<file path="src/rtl/multicycle_data_path.sv">
// Multicycle MIPS-subset core: one shared memory port, one instruction
// in flight, walking FETCH -> DECODE -> EXEC -> [MEM] -> [WB].
//
// state  | meaning
// -------+---------------------------------------------------------------
// FETCH  | read instruction at PC; on ack latch IR and advance PC by 4
// DECODE | read rs/rt into A/B, sign-extend imm; trap halt/undefined ops
// EXEC   | ALU op, branch/jump resolution, or load/store address calc
// MEM    | data access at latched address; store data comes from B
// WB     | write ALU/load result to rd (R-type) or rt (I-type)
// HALT   | frozen, no memory traffic; left only through reset
module multicycle_data_path #(
    parameter int                DATA_W   = 32,
    parameter logic [DATA_W-1:0] RESET_PC = '0
) (
    input  logic              clk,
    input  logic              rst,
    output logic              mem_req,
    output logic              mem_we,
    output logic [DATA_W-1:0] mem_addr,
    output logic [DATA_W-1:0] mem_wdata,
    input  logic [DATA_W-1:0] mem_rdata,
    input  logic              mem_ack,
    output logic              halted,
    output logic              illegal,
    output logic [DATA_W-1:0] pc_out
);

    localparam logic [5:0] OP_RTYPE = 6'h00;
    localparam logic [5:0] OP_J     = 6'h02;
    localparam logic [5:0] OP_JAL   = 6'h03;
    localparam logic [5:0] OP_BEQ   = 6'h04;
    localparam logic [5:0] OP_ADDI  = 6'h08;
    localparam logic [5:0] OP_SLTI  = 6'h0A;
    localparam logic [5:0] OP_LW    = 6'h23;
    localparam logic [5:0] OP_SW    = 6'h2B;
    localparam logic [5:0] OP_HALT  = 6'h3F;

    localparam logic [5:0] F_JR  = 6'h08;
    localparam logic [5:0] F_ADD = 6'h20;
    localparam logic [5:0] F_SUB = 6'h22;
    localparam logic [5:0] F_AND = 6'h24;
    localparam logic [5:0] F_OR  = 6'h25;
    localparam logic [5:0] F_SLT = 6'h2A;

    typedef enum logic [2:0] {FETCH, DECODE, EXEC, MEM, WB, HALT} state_t;

    state_t            state, state_nxt;
    logic [DATA_W-1:0] pc, a, b, imm, res;
    logic [31:0]       ir;
    logic [DATA_W-1:0] rf [32];
    logic              illegal_q;
    // Set by every reset edge so the cycle after reset never requests,
    // which also drops any transfer that was pending when reset hit.
    logic              req_block;

    logic [5:0]        opcode, funct;
    logic [4:0]        rs, rt, rd;
    logic [4:0]        unused_shamt;
    logic [DATA_W-1:0] imm_sext, jump_tgt, alu_res;
    logic              dec_legal, bus_done;

    logic              rf_we;
    logic [4:0]        rf_waddr;
    logic [DATA_W-1:0] rf_wdata;

    assign opcode       = ir[31:26];
    assign rs           = ir[25:21];
    assign rt           = ir[20:16];
    assign rd           = ir[15:11];
    assign unused_shamt = ir[10:6];
    assign funct        = ir[5:0];
    assign imm_sext     = {{(DATA_W-16){ir[15]}}, ir[15:0]};
    assign jump_tgt     = {pc[DATA_W-1:28], ir[25:0], 2'b00};

    assign halted  = (state == HALT);
    assign illegal = illegal_q;
    assign pc_out  = pc;

    // Opcode/funct legality check used by DECODE.
    always_comb begin
        dec_legal = 1'b0;
        case (opcode)
            OP_RTYPE: dec_legal = funct inside {F_JR, F_ADD, F_SUB, F_AND, F_OR, F_SLT};
            OP_J, OP_JAL, OP_BEQ, OP_ADDI, OP_SLTI, OP_LW, OP_SW: dec_legal = 1'b1;
            default:  dec_legal = 1'b0;
        endcase
    end

    // ALU: signed compares yield a zero-extended 0/1.
    always_comb begin
        alu_res = a + b;
        if (opcode == OP_ADDI) begin
            alu_res = a + imm;
        end else if (opcode == OP_SLTI) begin
            alu_res = {{(DATA_W-1){1'b0}}, ($signed(a) < $signed(imm))};
        end else begin
            case (funct)
                F_SUB:   alu_res = a - b;
                F_AND:   alu_res = a & b;
                F_OR:    alu_res = a | b;
                F_SLT:   alu_res = {{(DATA_W-1){1'b0}}, ($signed(a) < $signed(b))};
                default: alu_res = a + b;
            endcase
        end
    end

    // Next state, memory port drive and register-file write port.
    always_comb begin
        state_nxt = state;
        mem_req   = 1'b0;
        mem_we    = 1'b0;
        mem_addr  = pc;
        mem_wdata = b;
        rf_we     = 1'b0;
        rf_waddr  = rd;
        rf_wdata  = res;
        bus_done  = 1'b0;
        case (state)
            FETCH: begin
                mem_req  = !req_block;
                bus_done = mem_req && mem_ack;
                if (bus_done) state_nxt = DECODE;
            end
            DECODE: begin
                if (opcode == OP_HALT || !dec_legal) state_nxt = HALT;
                else                                 state_nxt = EXEC;
            end
            EXEC: begin
                case (opcode)
                    OP_BEQ, OP_J: state_nxt = FETCH;
                    OP_JAL: begin
                        state_nxt = FETCH;
                        rf_we     = 1'b1;
                        rf_waddr  = 5'd31;
                        rf_wdata  = pc;
                    end
                    OP_LW, OP_SW: state_nxt = MEM;
                    OP_RTYPE:     state_nxt = (funct == F_JR) ? FETCH : WB;
                    default:      state_nxt = WB;
                endcase
            end
            MEM: begin
                mem_req  = !req_block;
                mem_we   = (opcode == OP_SW);
                mem_addr = res;
                bus_done = mem_req && mem_ack;
                if (bus_done) state_nxt = (opcode == OP_SW) ? FETCH : WB;
            end
            WB: begin
                state_nxt = FETCH;
                rf_we     = 1'b1;
                rf_waddr  = (opcode == OP_RTYPE) ? rd : rt;
                rf_wdata  = res;
            end
            HALT: state_nxt = HALT;
            default: state_nxt = FETCH;
        endcase
    end

    // Architectural state; R0 is never written so it always reads zero.
    always_ff @(posedge clk) begin
        if (!rst) begin
            state     <= FETCH;
            pc        <= RESET_PC;
            ir        <= '0;
            a         <= '0;
            b         <= '0;
            imm       <= '0;
            res       <= '0;
            illegal_q <= 1'b0;
            req_block <= 1'b1;
            for (int i = 0; i < 32; i++) rf[i] <= '0;
        end else begin
            state     <= state_nxt;
            req_block <= 1'b0;
            case (state)
                FETCH: begin
                    if (bus_done) begin
                        ir <= mem_rdata[31:0];
                        pc <= pc + DATA_W'(4);
                    end
                end
                DECODE: begin
                    a   <= rf[rs];
                    b   <= rf[rt];
                    imm <= imm_sext;
                    if (opcode != OP_HALT && !dec_legal) illegal_q <= 1'b1;
                end
                EXEC: begin
                    res <= alu_res;
                    case (opcode)
                        OP_BEQ:       if (a == b) pc <= pc + {imm[DATA_W-3:0], 2'b00};
                        OP_J, OP_JAL: pc <= jump_tgt;
                        OP_LW, OP_SW: res <= a + imm;
                        OP_RTYPE:     if (funct == F_JR) pc <= a;
                        default: ;
                    endcase
                end
                MEM: begin
                    if (bus_done && opcode == OP_LW) res <= mem_rdata;
                end
                default: ;
            endcase
            if (rf_we && rf_waddr != 5'd0) rf[rf_waddr] <= rf_wdata;
        end
    end

endmodule

</file>
<file path="config.mk">
export PLATFORM = sky130hd
export DESIGN_NAME = multicycle_data_path
export DESIGN_NICKNAME = d
export VERILOG_FILES = /design/src/rtl/multicycle_data_path.sv
export SDC_FILE = /design/constraint.sdc
export NUM_CORES = 2
export LEC_CHECK = 0
export ABC_CLOCK_PERIOD_IN_PS = 10300
export CAP_MARGIN = 20
export CORE_MARGIN = 2
export CORE_UTILIZATION = 45
export DETAILED_ROUTE_END_ITERATION = 12
export GPL_TIMING_DRIVEN = 0
export HOLD_SLACK_MARGIN = 0.12
export PLACE_DENSITY = 0.67
export SLEW_MARGIN = 20
export SYNTH_ARGS = -nofsm -noshare
export SYNTH_HDL_FRONTEND = slang
export SYNTH_SLANG_ARGS = --single-unit
export TNS_END_PERCENT = 30
</file>
<file path="constraint.sdc">
create_clock -name clk -period 10.3 [get_ports clk]
set_clock_uncertainty 0.1 [all_clocks]
set_input_delay 2.06 -clock clk [delete_from_list [all_inputs] [get_ports clk]]
set_output_delay 2.06 -clock clk [all_outputs]
set_load 0.005 [all_outputs]
</file>
==> impl_metrics.csv <==
group,metric,value,unit
clock_tree,postCtsSetupRepairBufs,0,
setup_path,cp_max_fo,10,
sta,rsz0062_at_grt,"false",
setup_path,crit_path_cell_trace,"nor2b_1 -> and2_1 -> clkbuf_1 -> clkbuf_1 -> clkbuf_1 -> nand2_1 -> nand2_1 -> clkdlybuf4s50_1",
clock_tree,clkSinkCount,1205,
logic_synthesis,synth_edf_count,1024,
sta,timing.final.max_slew_violations,0,
power,powerDensity,155,nW/µm²
die,core_area,152000,µm²
sta,tns,0,ns
final_layout,ff_latch_area,34400,µm²
logic_synthesis,synth_ff_type,"edfxtp_1",
setup_path,crit_top_cell,"clkbuf_1",
clock_tree,cts_made_buffers,117,
sta,setup_violations,0,
detailed_routing,wl_per_cell,31.2,µm
detailed_routing,drt-pass1-iter-count,9,
clock_tree,post_cts_resized,0,
final_layout,fin_util,50.8,%
detailed_routing,drt_iter0_markers,7162,
detailed_routing,routed_via_density,6.41,
placed_design,place_hpwl,206000,µm
logic_synthesis,yosysMostFrequentCell,"nor2_1",
detailed_routing,drt_wl_total,253000,µm
logic_synthesis,yosys.area.top_type_share,44.7,%
global_routing,grt_pass1_wl,355000,µm
global_routing,grt_antenna_before_repair,2,
die,io_pins,135,
sta,finalHoldViolCount,0,
logic_synthesis,syn_avg_cell_area,12.2,µm²
sta,worst_slew_margin_rel,16.2,%
logic_synthesis,synth_top_area_cell,"edfxtp_1",
setup_path,critPathBufInv,4,
logic_synthesis,postSynthCellCount,5640,
clock_tree,root_buffer,"clkbuf_16",
setup_path,worst-setup-path-type,"flop to output port",
sta,finalCritPeriodShare,66.3,%
final_layout,fillers,13200,
detailed_routing,drc,0,
global_routing,grt_remaining_overflow,0,
outcome,status,"completed",
logic_synthesis,synth-seq-cells,1205,
placed_design,dp_slack,4.31,ns
sta,holdWs,0.381,ns
global_routing,grt_pass1_vias,51300,
die,dieArea,156000,µm²
sta,tightest_slew,1.26,ns
logic_synthesis,syn-cell-area,68700,µm²
logic_synthesis,yosys_warnings,0,
sta,max_freq,0.146,GHz
setup_path,start_kind,"flop",
placed_design,io_buffers,134,
logic_synthesis,ys_types,94,
setup_path,crit_path_end_kind,"output port",
clock_tree,cts_buffer_depth,3,
detailed_routing,ant_nets,0,
final_layout,multi_input_area,32000,µm²
logic_synthesis,yosysSeqAreaShare,50.0,%
clock_tree,cts_tree,"done",
power,finalPower,11.9,mW
sta,timing.final.ws_setup,3.47,ns
clock_tree,clkTransAtPathRegs,0.07,ns
die,die_x,395,µm
power,vdd_drop_max,0.153,mV
job,maxCapViolations,0,
die,die_h,395,µm
die,rows,143,
setup_path,cp_slowest_stage_delay,0.86,ns
setup_path,crit_family,"buffers and inverters",
global_routing,grt_max_degree,33,
die,initial_core_util,45.3,%
logic_synthesis,synthArstFlopShare,0,%
clock_tree,cts_max_level,3,
setup_path,cp_slowest_cell,"clkbuf_1",
setup_path,crit_arrival,4.67,ns
clock_tree,ctsHoldBuffers,0,
worst_hold_path,min_path_type,"flop to flop",
power,p_leak,24.7,nW
logic_synthesis,synth_commonest_cells,"nor2_1, edfxtp_1, mux4_2",
detailed_routing,num_vias,51800,
final_layout,drive_gt1_share,16.1,%
setup_path,crit_required,8.14,ns
final_layout,nets,6185,
logic_synthesis,ys_top_cells_by_area,"edfxtp_1, mux4_2, nor2_1",
sta,period_needed,6.83,ns
global_routing,grt_usage,31.8,%
clock_tree,clk_latency,0.75,ns
final_layout,syn_to_final_growth,12.2,%
placed_design,gp_congestion,0.993,
logic make-up after synthesis:
| kind of cell | Yosys count | share of synthesized area [%] |
|---|---|---|
| simple gates | 1984 | 11.9 |
| buf+inv | 661 | 3.70 |
| fa+ha+maj | 193 | 3.56 |
| mux | 720 | 22.1 |
| xor+xnor | 66 | 0.841 |
| other cells | 1 | 0.00546 |
| flops | 1205 | 50.0 |
| compound gates | 810 | 7.89 |
tightest hold or removal path, delay by kind of cell, from the launching register on:
kind,cells,cell delay (ns)
flops,1,0.33
simple gates,1,0.06
compound gates,1,0.05
layout by cell type, fill, tap and decap left out, types with 56 or more instances in the layout:
cell type           n
inv_1             144
nor2_1           1239
nand2_1           418
ha_1              189
mux4_2            640
clkdlybuf4s50_1   134
clkbuf_1          431
dfxtp_1           180
mux2i_1            78
clkbuf_16         121
nor3_1             56
o21ai_0           119
a211oi_1           68
buf_2              56
a21oi_1           243
edfxtp_1         1024
power by group:
part / internal (mW) / switching [mW]
logic: 0.800 / 1.26
clock network: 2.31 / 1.91
registers: 5.47 / 0.199
stage by stage:
stage	instance area [µm²]	instances
2_1_floorplan	68800	5671
3_3_place_gp	72700	7835
3_5_place_dp	73400	7866
4_1_cts	77100	8079
5_1_grt	77100	8081
6_report	77100	8082
path summary, 6_finish.rpt:
path / cells past startpoint / to / startpoint / slack, ns
worst max-delay path: 8 / mem_addr[20] / state[1] / 3.47
worst min-delay path: 2 / imm[7] / ir[7] / 0.38
worst max register to register: 10 / rf[31][11] / ir[16] / 4.86
worst min register to register: 2 / imm[7] / ir[7] / 0.38
routing by layer:
metal | track usage, % | up-vias | part of all wire (%)
li1 | - | 21900 | -
met1 | 37.9 | 26000 | 34
met2 | 53.4 | 3258 | 48
met3 | 6.62 | 641 | 11
met4 | 18.5 | 4 | 6.5
met5 | 0 | - | 0.013
sequential cells by signal (all words and copies together) (netlist names), 3 cells and up:
name	cells
rf	1024
a	32
ir	32
mem_wdata	32
pc_out	32
res	32
imm	16
state	3
area by class of cell:
type	count	share of cell area, %
clock buffers	162	4.15
inverters	148	0.720
clock inverters	51	0.579
multi-input cells	3805	41.5
well taps	2030	3.29
flip-flops and latches	1205	44.6
plain buffers	513	2.62
repair buffers	167	2.56
diodes	1	0.00324
(Power assumes the default switching activity.)
